**src/rtl/multi_reader_fifo_if.sv**
```systemverilog
// -----------------------------------------------------------------------------
// multi_reader_fifo_if
// Bundles the request and status signals of multi_reader_fifo.
//   master : the producer/consumer side (drives Push/DataIn/Pop/Flush,
//            observes data and status)
//   slave  : the FIFO itself
// Signals:
//   Push       write request
//   DataIn     write data
//   Pop        per-reader pop request, bit i = reader i
//   Flush      synchronous clear of all pointers and sticky flags
//   DataOut    reader i head data at [i*DataWidth +: DataWidth]
//   Empty      bit i set when reader i has nothing unread
//   Full       no free entry (slowest reader lags by BufferSize)
//   Level      unread count per reader at [i*(BufferWidth+1) +: BufferWidth+1]
//   Valid      bit k set when entry k is still unread by some reader
//   Overflow   sticky, Push seen while Full
//   Underflow  sticky, Pop[i] seen while Empty[i]
// -----------------------------------------------------------------------------
interface multi_reader_fifo_if #(
  parameter int DataWidth   = 32,
  parameter int BufferWidth = 2,
  parameter int BufferSize  = 4,
  parameter int NumReaders  = 2
) ();

  logic                                  Push;
  logic [DataWidth-1:0]                  DataIn;
  logic [NumReaders-1:0]                 Pop;
  logic                                  Flush;
  logic [NumReaders*DataWidth-1:0]       DataOut;
  logic [NumReaders-1:0]                 Empty;
  logic                                  Full;
  logic [NumReaders*(BufferWidth+1)-1:0] Level;
  logic [BufferSize-1:0]                 Valid;
  logic                                  Overflow;
  logic                                  Underflow;

  modport master (
    output Push, DataIn, Pop, Flush,
    input  DataOut, Empty, Full, Level, Valid, Overflow, Underflow
  );

  modport slave (
    input  Push, DataIn, Pop, Flush,
    output DataOut, Empty, Full, Level, Valid, Overflow, Underflow
  );

endinterface

```
**src/rtl/multi_reader_fifo.sv**
```systemverilog
// -----------------------------------------------------------------------------
// multi_reader_fifo
// Single-writer FIFO with NumReaders independent read pointers. An entry is
// freed only once every reader has popped it. Status (Empty/Full/Level/Valid)
// is derived combinationally from the registered pointers; reads are
// first-word fall-through.
// Ports:
//   clk  rising-edge clock
//   rst  asynchronous, active-low reset (clears pointers, flags and memory)
//   bus  multi_reader_fifo_if.slave; see the interface file for the signals
// BufferSize must equal 2**BufferWidth and BufferWidth must be at least 1.
// -----------------------------------------------------------------------------
module multi_reader_fifo #(
  parameter int DataWidth   = 32,
  parameter int BufferWidth = 2,
  parameter int BufferSize  = 4,
  parameter int NumReaders  = 2
) (
  input  logic                 clk,
  input  logic                 rst,
  multi_reader_fifo_if.slave   bus
);

  // Pointers carry one extra round bit so that full and empty differ.
  localparam int              PW    = BufferWidth + 1;
  localparam logic [PW-1:0]   DEPTH = PW'(BufferSize);

  logic [DataWidth-1:0] mem_q  [BufferSize];
  logic [PW-1:0]        wptr_q, wptr_d;
  logic [PW-1:0]        rptr_q [NumReaders];
  logic [PW-1:0]        rptr_d [NumReaders];
  logic                 overflow_q, overflow_d;
  logic                 underflow_q, underflow_d;

  logic [PW-1:0]         level    [NumReaders];
  logic [NumReaders-1:0] empty_vec;
  logic                  full;
  logic                  wr_en;

  // ---------------------------------------------------------------------------
  // Per-reader occupancy: modular difference of the full-width pointers
  // ---------------------------------------------------------------------------
  generate
    for (genvar gi = 0; gi < NumReaders; gi++) begin : g_level
      assign level[gi] = wptr_q - rptr_q[gi];
    end
  endgenerate

  // ---------------------------------------------------------------------------
  // Status and read data
  // ---------------------------------------------------------------------------
  always_comb begin
    logic [NumReaders*DataWidth-1:0] dout;
    logic [NumReaders*PW-1:0]        lvl;
    logic [BufferSize-1:0]           valid;

    empty_vec = '0;
    full      = 1'b0;
    dout      = '0;
    lvl       = '0;
    valid     = '0;

    for (int i = 0; i < NumReaders; i++) begin
      empty_vec[i]          = (level[i] == '0);
      // Full follows the slowest reader, i.e. the largest level.
      full                  = full | (level[i] == DEPTH);
      lvl[i*PW +: PW]       = level[i];
      dout[i*DataWidth +: DataWidth] = mem_q[rptr_q[i][BufferWidth-1:0]];

      // Entry k is unread by reader i when its distance from the read
      // address (mod BufferSize) is below the reader's level. A level of
      // BufferSize covers every slot, which resolves the equal-address case.
      for (int k = 0; k < BufferSize; k++) begin
        if (PW'(BufferWidth'(BufferWidth'(k) - rptr_q[i][BufferWidth-1:0])) < level[i]) begin
          valid[k] = 1'b1;
        end
      end
    end

    bus.DataOut   = dout;
    bus.Level     = lvl;
    bus.Valid     = valid;
    bus.Empty     = empty_vec;
    bus.Full      = full;
    bus.Overflow  = overflow_q;
    bus.Underflow = underflow_q;
  end

  // ---------------------------------------------------------------------------
  // Next-state: Full/Empty are judged on the pre-edge pointers, so a push
  // into a full FIFO is refused even if the slowest reader pops this cycle,
  // and a pop from an empty reader is refused even if a push lands now.
  // ---------------------------------------------------------------------------
  always_comb begin
    wptr_d      = wptr_q;
    overflow_d  = overflow_q;
    underflow_d = underflow_q;
    wr_en       = 1'b0;
    for (int i = 0; i < NumReaders; i++) begin
      rptr_d[i] = rptr_q[i];
    end

    if (bus.Flush) begin
      // Flush wins over Push/Pop; a dropped Push does not count as overflow.
      wptr_d      = '0;
      overflow_d  = 1'b0;
      underflow_d = 1'b0;
      for (int i = 0; i < NumReaders; i++) begin
        rptr_d[i] = '0;
      end
    end else begin
      if (bus.Push) begin
        if (full) begin
          overflow_d = 1'b1;
        end else begin
          wr_en  = 1'b1;
          wptr_d = wptr_q + PW'(1);
        end
      end
      for (int i = 0; i < NumReaders; i++) begin
        if (bus.Pop[i]) begin
          if (empty_vec[i]) begin
            underflow_d = 1'b1;
          end else begin
            rptr_d[i] = rptr_q[i] + PW'(1);
          end
        end
      end
    end
  end

  // ---------------------------------------------------------------------------
  // Pointer and flag registers
  // ---------------------------------------------------------------------------
  always_ff @(posedge clk or negedge rst) begin
    if (!rst) begin
      wptr_q      <= '0;
      overflow_q  <= 1'b0;
      underflow_q <= 1'b0;
      for (int i = 0; i < NumReaders; i++) begin
        rptr_q[i] <= '0;
      end
    end else begin
      wptr_q      <= wptr_d;
      overflow_q  <= overflow_d;
      underflow_q <= underflow_d;
      for (int i = 0; i < NumReaders; i++) begin
        rptr_q[i] <= rptr_d[i];
      end
    end
  end

  // ---------------------------------------------------------------------------
  // Storage: cleared by reset so DataOut reads zero while in reset; Flush
  // leaves the contents in place.
  // ---------------------------------------------------------------------------
  always_ff @(posedge clk or negedge rst) begin
    if (!rst) begin
      for (int k = 0; k < BufferSize; k++) begin
        mem_q[k] <= '0;
      end
    end else if (wr_en) begin
      mem_q[wptr_q[BufferWidth-1:0]] <= bus.DataIn;
    end
  end

endmodule

```
**src/flat_wrapper.sv**
```systemverilog
// flat-port wrapper written by rule: the top's interface ports become plain ports
module multi_reader_fifo_flat 
#(
  parameter int DataWidth   = 32,
  parameter int BufferWidth = 2,
  parameter int BufferSize  = 4,
  parameter int NumReaders  = 2
)
  (clk, rst, bus_Push, bus_DataIn, bus_Pop, bus_Flush, bus_DataOut, bus_Empty, bus_Full, bus_Level, bus_Valid, bus_Overflow, bus_Underflow);
  multi_reader_fifo_if #(.DataWidth(DataWidth), .BufferWidth(BufferWidth), .BufferSize(BufferSize), .NumReaders(NumReaders)) bus_i ();
  input  logic clk;
  input  logic rst;
  input wire logic [$bits(bus_i.Push)-1:0] bus_Push;
  input wire logic [$bits(bus_i.DataIn)-1:0] bus_DataIn;
  input wire logic [$bits(bus_i.Pop)-1:0] bus_Pop;
  input wire logic [$bits(bus_i.Flush)-1:0] bus_Flush;
  output wire logic [$bits(bus_i.DataOut)-1:0] bus_DataOut;
  output wire logic [$bits(bus_i.Empty)-1:0] bus_Empty;
  output wire logic [$bits(bus_i.Full)-1:0] bus_Full;
  output wire logic [$bits(bus_i.Level)-1:0] bus_Level;
  output wire logic [$bits(bus_i.Valid)-1:0] bus_Valid;
  output wire logic [$bits(bus_i.Overflow)-1:0] bus_Overflow;
  output wire logic [$bits(bus_i.Underflow)-1:0] bus_Underflow;
  assign bus_i.Push = bus_Push;
  assign bus_i.DataIn = bus_DataIn;
  assign bus_i.Pop = bus_Pop;
  assign bus_i.Flush = bus_Flush;
  assign bus_DataOut = bus_i.DataOut;
  assign bus_Empty = bus_i.Empty;
  assign bus_Full = bus_i.Full;
  assign bus_Level = bus_i.Level;
  assign bus_Valid = bus_i.Valid;
  assign bus_Overflow = bus_i.Overflow;
  assign bus_Underflow = bus_i.Underflow;
  multi_reader_fifo #(.DataWidth(DataWidth), .BufferWidth(BufferWidth), .BufferSize(BufferSize), .NumReaders(NumReaders)) u_core (.clk(clk), .rst(rst), .bus(bus_i));
endmodule
```
**config.mk**
```make
export PLATFORM = sky130hd
export DESIGN_NAME = multi_reader_fifo_flat
export DESIGN_NICKNAME = d
export VERILOG_FILES = /design/src/rtl/multi_reader_fifo_if.sv /design/src/rtl/multi_reader_fifo.sv /design/src/flat_wrapper.sv
export SDC_FILE = /design/constraint.sdc
export NUM_CORES = 1
export LEC_CHECK = 0
export BUFFER_PORTS_ARGS = -buffer_cell sky130_fd_sc_hd__buf_2
export CELL_PAD_IN_SITES_DETAIL_PLACEMENT = 1
export CELL_PAD_IN_SITES_GLOBAL_PLACEMENT = 1
export CORE_MARGIN = 8
export CORE_UTILIZATION = 53
export CTS_BUF_LIST = sky130_fd_sc_hd__clkbuf_4 sky130_fd_sc_hd__clkbuf_8
export DETAILED_ROUTE_END_ITERATION = 7
export GPL_TIMING_DRIVEN = 1
export PLACE_DENSITY_LB_ADDON = 0.1
export SLEW_MARGIN = 20
export SYNTH_ARGS = -nofsm -noshare
export SYNTH_HDL_FRONTEND = slang
export SYNTH_SLANG_ARGS = --single-unit
```
**constraint.sdc**
```tcl
create_clock -name clk -period 4.7 [get_ports clk]
set_clock_uncertainty 0.15 [all_clocks]
set_input_delay 0.235 -clock clk [delete_from_list [all_inputs] [get_ports clk]]
set_output_delay 0.235 -clock clk [all_outputs]
set_load 0.05 [all_outputs]
```
* Yosys cells after proc, flatten, opt, wreduce, memory -nomap -nowiden
Cells that the tools add are included.
** Cells by class
- Bitwise gates (word level) :: 4
- $add $sub $neg :: 13
- Reduce and logical (&&, ||, !) cells :: 11
- Equality and inequality tests :: 5
- Mux-type cells :: 36
- Order comparisons :: 12
** Operator list (count)
- 32-bit two-way mux :: 5
- 32-bit binary-select mux with 2-bit select :: 2
- 128-bit bitwise mux :: 1
- 32-bit demux with 2-bit select :: 1
- 2-bit by 3-bit less-than comparator with 1-bit output :: 8
- 3-bit two-way mux :: 7
- 1-bit two-way mux :: 19
- 3-bit by 1-bit adder with 3-bit output (second input constant) :: 3
- 3-bit greater-or-equal comparator (second input constant) :: 3
- 2-bit inverter with 3-bit output :: 3
- 2-bit AND reduction :: 4
- 2-bit nonzero test :: 4
- 1-bit by 2-bit subtractor with 2-bit output (first input constant) :: 4
- 2-bit subtractor (first input constant) :: 4
- 3-bit == test (second input constant) :: 2
- 3-bit logical NOT :: 2
- 6-bit two-way mux :: 1
- 2-bit inequality test (second input constant) :: 3
- 3-bit subtractor :: 2
- 3-bit by 1-bit less-than comparator with 1-bit output (second input constant) :: 1
- 1-bit logical AND :: 1
- 1-bit OR :: 1
** Word-level totals
- Input bits :: 38
- Register bits :: 139
- Word-level logic and storage cells :: 90

* Depth between registers and ports, before layout
- Word-level depth :: 7
- Depth in mapped cells :: 10
- Mapped depth without buffers :: 9

* Worst setup path before layout
OpenSTA, ideal clock, no wires.
- Path type :: reg-to-output
- Start point :: reg u_core.rptr_q[1] (netlist name)
- End point :: out bus_Valid[0]
- Data arrival time :: 3.451 ns
- Path slack :: 0.864 ns
- Cell stages (with the launch flop) :: 9
- Data required time :: 4.315 ns
- Buffers on the path :: 2
- Cells stage by stage :: dfrtp_1 -> clkbuf_1 -> clkbuf_1 -> inv_1 -> fa_1 -> inv_1 -> ha_1 -> nor2b_1 -> o221ai_1
** On the way
- Word-level cells in the longest chain between the ends :: 3
** RTL lines
- start, declared :: RTL line multi_reader_fifo.sv:30 : logic [PW-1:0] rptr_q [NumReaders];
- start signal, assigned by index :: RTL line multi_reader_fifo.sv:148 : rptr_q[i] <= rptr_d[i];
- 3-bit subtractor :: RTL line multi_reader_fifo.sv:45 : assign level[gi] = wptr_q - rptr_q[gi];
- named net bus_Level[4] :: RTL line flat_wrapper.sv:20 : output wire logic [$bits(bus_i.Level)-1:0] bus_Level;
- 2-bit by 3-bit less-than comparator with 1-bit output :: RTL line multi_reader_fifo.sv:74 : if (PW'(BufferWidth'(BufferWidth'(k) - rptr_q[i][BufferWidth-1:0])) < level[i]) begin
- 1-bit two-way mux :: RTL line multi_reader_fifo.sv:74
- end, declared :: RTL line flat_wrapper.sv:21 : output wire logic [$bits(bus_i.Valid)-1:0] bus_Valid;
The timed path passes the listed nets, and every way through them passes these cells.

* Worst setup path after layout
- Start point :: reg u_core.wptr_q[0]
- End point :: out bus_Full
** On the way
- Word-level cells in the longest chain between the ends :: 3
** RTL lines
- start, declared :: RTL line multi_reader_fifo.sv:29 : logic [PW-1:0] wptr_q, wptr_d;
- start signal, assigned :: RTL line multi_reader_fifo.sv:144 : wptr_q <= wptr_d;
- 3-bit subtractor :: RTL line multi_reader_fifo.sv:45
- 3-bit == test :: RTL line multi_reader_fifo.sv:66 : full = full | (level[i] == DEPTH);
- 1-bit OR (*) :: RTL line multi_reader_fifo.sv:66
- end, declared :: RTL line flat_wrapper.sv:19 : output wire logic [$bits(bus_i.Full)-1:0] bus_Full;
Mark *: on every way between the ends. The rest lies on a longest branch, timed or not.

==> results.ini <==
[critical_path]
cp_cell_sequence=inv_1, ha_1, inv_1, fa_1, xnor3_1, a32o_1, buf_2
end_kind=primary output
worst-path-max-fanout=10
cp.required_ns=4.32
start_kind=flip-flop
slowest_delay_ns=0.55
crit_slowest_cell=a32o_1
cpMostUsedCell=inv_1
worstPathArrival_ns=3.06
critPathKind=flip-flop to primary output

[floorplanning]
initial_core_util=0.537
placementRows=43
dieHeight_um=134
die_area_sq_um=17900
ios=117
fp.dieW_um=134
core_area_sq_um=13700

[final_layout]
seq_area_sq_um=3480
multi_input_area_sq_um=3610
diodes=0
finalNetCount=677
fillerInstances=1283
drive_gt1_frac=0.561
area_delta_synth_final_pct=21.4

[global_route]
grt_pass1_wl_um=30900
grt_max_degree=101
grt_pass1_vias=5464
track_usage=0.225
grt-ovfl-total=0
grt_antenna_before_repair=0

[sta]
final.setup.tns_ns=0
worst_pin_slew_ns=0.952
setup_viol=0
finalMaxSlewViolations=0
relSlewSlack=0.365
period_share=0.732
rsz0062_at_grt=no
fin_ws_ns=1.26
fmax_ghz=0.291
final_hold_viol_count=0
min_period_ns=3.44

[logic_synthesis]
synth-main-ff-cell=dfrtp_1
syn_avg_cell_area_sq_um=15.9
yosysSeqAreaShare=0.472
yosysTopAreaCellShare=0.472
synth_fp_nets=523
synth_cell_types=30
yosys_register_bits=139
synth_area_leader_cell=dfrtp_1
syn-instance-count=464
yosys_warnings=0
ys_async_sr_fraction=1.00
netlist_area_sq_um=7360
synth_edf_count=0
synth_area_leaders=dfrtp_1, mux4_2, mux2_2

[placement]
dp_hpwl_um=12000
port_buffers=116
gp_congestion=0.775
post-place-ws_ns=1.35

[run]
cap_violations=0

[clock_network]
cts_tree=yes
insertion_delay_ns=0.45
clock_tree.root_cell=clkbuf_8
path_clk_slew_ns=0.08
cts_buffers=17
clockBufferDepth=2
clock_sinks=139
ctsResizeCount=0
htreeDepth=4

[worst_hold_path]
hp-class=input pin to flip-flop

[routing]
viasPerCell=5.81
route.detailed.drc=0
routed_wl_um=18900
drtIter0Drc=246
antenna_left=0
firstDrtPassIters=4
routedWlPerCell_um=23.3
vias=4714

[status]
status=complete, no violations

kinds of logic (layout without fill, tap and decap cells):
family | after synthesis | after routing | share of synthesized area
xor gates and xnor gates | 6 | 6 | 0.0110
DFF | 139 | 139 | 0.472
adders and majority gates | 21 | 21 | 0.0377
muxes | 195 | 195 | 0.396
AOI/OAI and AO/OA | 17 | 17 | 0.0146
and+or+nand+nor | 39 | 39 | 0.0313
buffers and inverters | 47 | 214 | 0.0372
path summary, 6_finish.rpt:
kind                                       start                   end  slack (ns)  cells past startpoint
worst max-delay path            u_core.wptr_q[0]              bus_Full        1.26                      7
worst min-delay path                   bus_Flush  u_core.bus.Underflow        0.07                      2
worst max register to register  u_core.wptr_q[0]     u_core.mem_q[108]        1.40                      9
worst min register to register  u_core.mem_q[32]      u_core.mem_q[32]        0.36                      1
max in group asynchronous                    rst      u_core.mem_q[72]        2.96                      3
min in group asynchronous                    rst      u_core.rptr_q[2]        0.26                      2
layout by cell type, fill, tap and decap left out, types with 3 or more instances in the layout:
cell / count
a21oi_1: 6
inv_1: 16
bufinv_16: 6
xnor2_1: 3
dfrtp_1: 135
mux4_2: 64
mux2_1: 9
nor3_4: 4
buf_4: 13
o21ai_0: 5
nor2b_1: 5
dlygate4sd3_1: 37
ha_1: 19
clkbuf_8: 20
nor2_1: 14
or3_1: 3
nand2_1: 8
buf_2: 115
inv_6: 4
mux2_2: 120
o221ai_1: 3
dfrtp_2: 4
state kept, by name (all words and copies together) (netlist names):
name / flops
u_core.mem_q: 128
u_core.bus.Overflow: 1
u_core.wptr_q: 3
u_core.bus.Underflow: 1
u_core.rptr_q: 6
synthesized netlist by cell type (2+ instances only):
cell type and n:
a21oi_1 6, buf_1 8, buf_6 13, clkbuf_1 10
dfrtp_1 139, fa_1 2, ha_1 19, inv_1 16
mux2_1 9, mux2_2 120, mux2i_1 2, mux4_2 64
nand2_1 8, nand2b_1 2, nor2_1 14, nor2b_1 5
nor3_4 4, o21ai_0 5, o221ai_1 3, or3_1 3
xnor2_1 3
stage by stage:
stage	area [sq um]	hold slack (ns)	std cells	utilization
final	8940	0.0692	811	0.652
after global routing	8940	0.0575	811	0.652
after CTS	8940	0.0381	811	0.652
after detailed placement	8060	0.243	742	0.588
after global placement	8060	0.241	742	0.588
after floorplan	7360	-0.211	464	-
layout make-up:
type	count	share of cell area
clock inverters	12	0.0256
clock buffers	20	0.0308
well taps	180	0.0252
repair buffers	166	0.118
multi-input cells	278	0.404
inverters	16	0.00672
flip-flops and latches	139	0.390
worst max-delay path: cells and delay by family, from the launching register on:
family | cells | cell delay (ns)
AOI/OAI and AO/OA | 1 | 0.55
buffers and inverters | 3 | 0.64
DFF | 1 | 0.44
xor gates and xnor gates | 1 | 0.32
adders and majority gates | 2 | 0.64
repair_timing:
| item | in CTS | in global routing |
|---|---|---|
| hold buffers | 37 | 0 |
| setup endpoints to repair | 0 | 0 |
| buffers inserted | 0 | 0 |
| hold endpoints to repair | 231 | 0 |
per-layer routing:
layer | global-route usage | vias up | part of all wire
li1 | - | 2063 | -
met2 | 0.373 | 105 | 0.52
met1 | 0.281 | 2529 | 0.42
met4 | 0.0655 | 0 | 0.012
met5 | 0 | - | 0
met3 | 0.0654 | 17 | 0.050
Power is not shown: default switching activity piles up to over one toggle a cycle in this logic, so the estimate is an artifact.
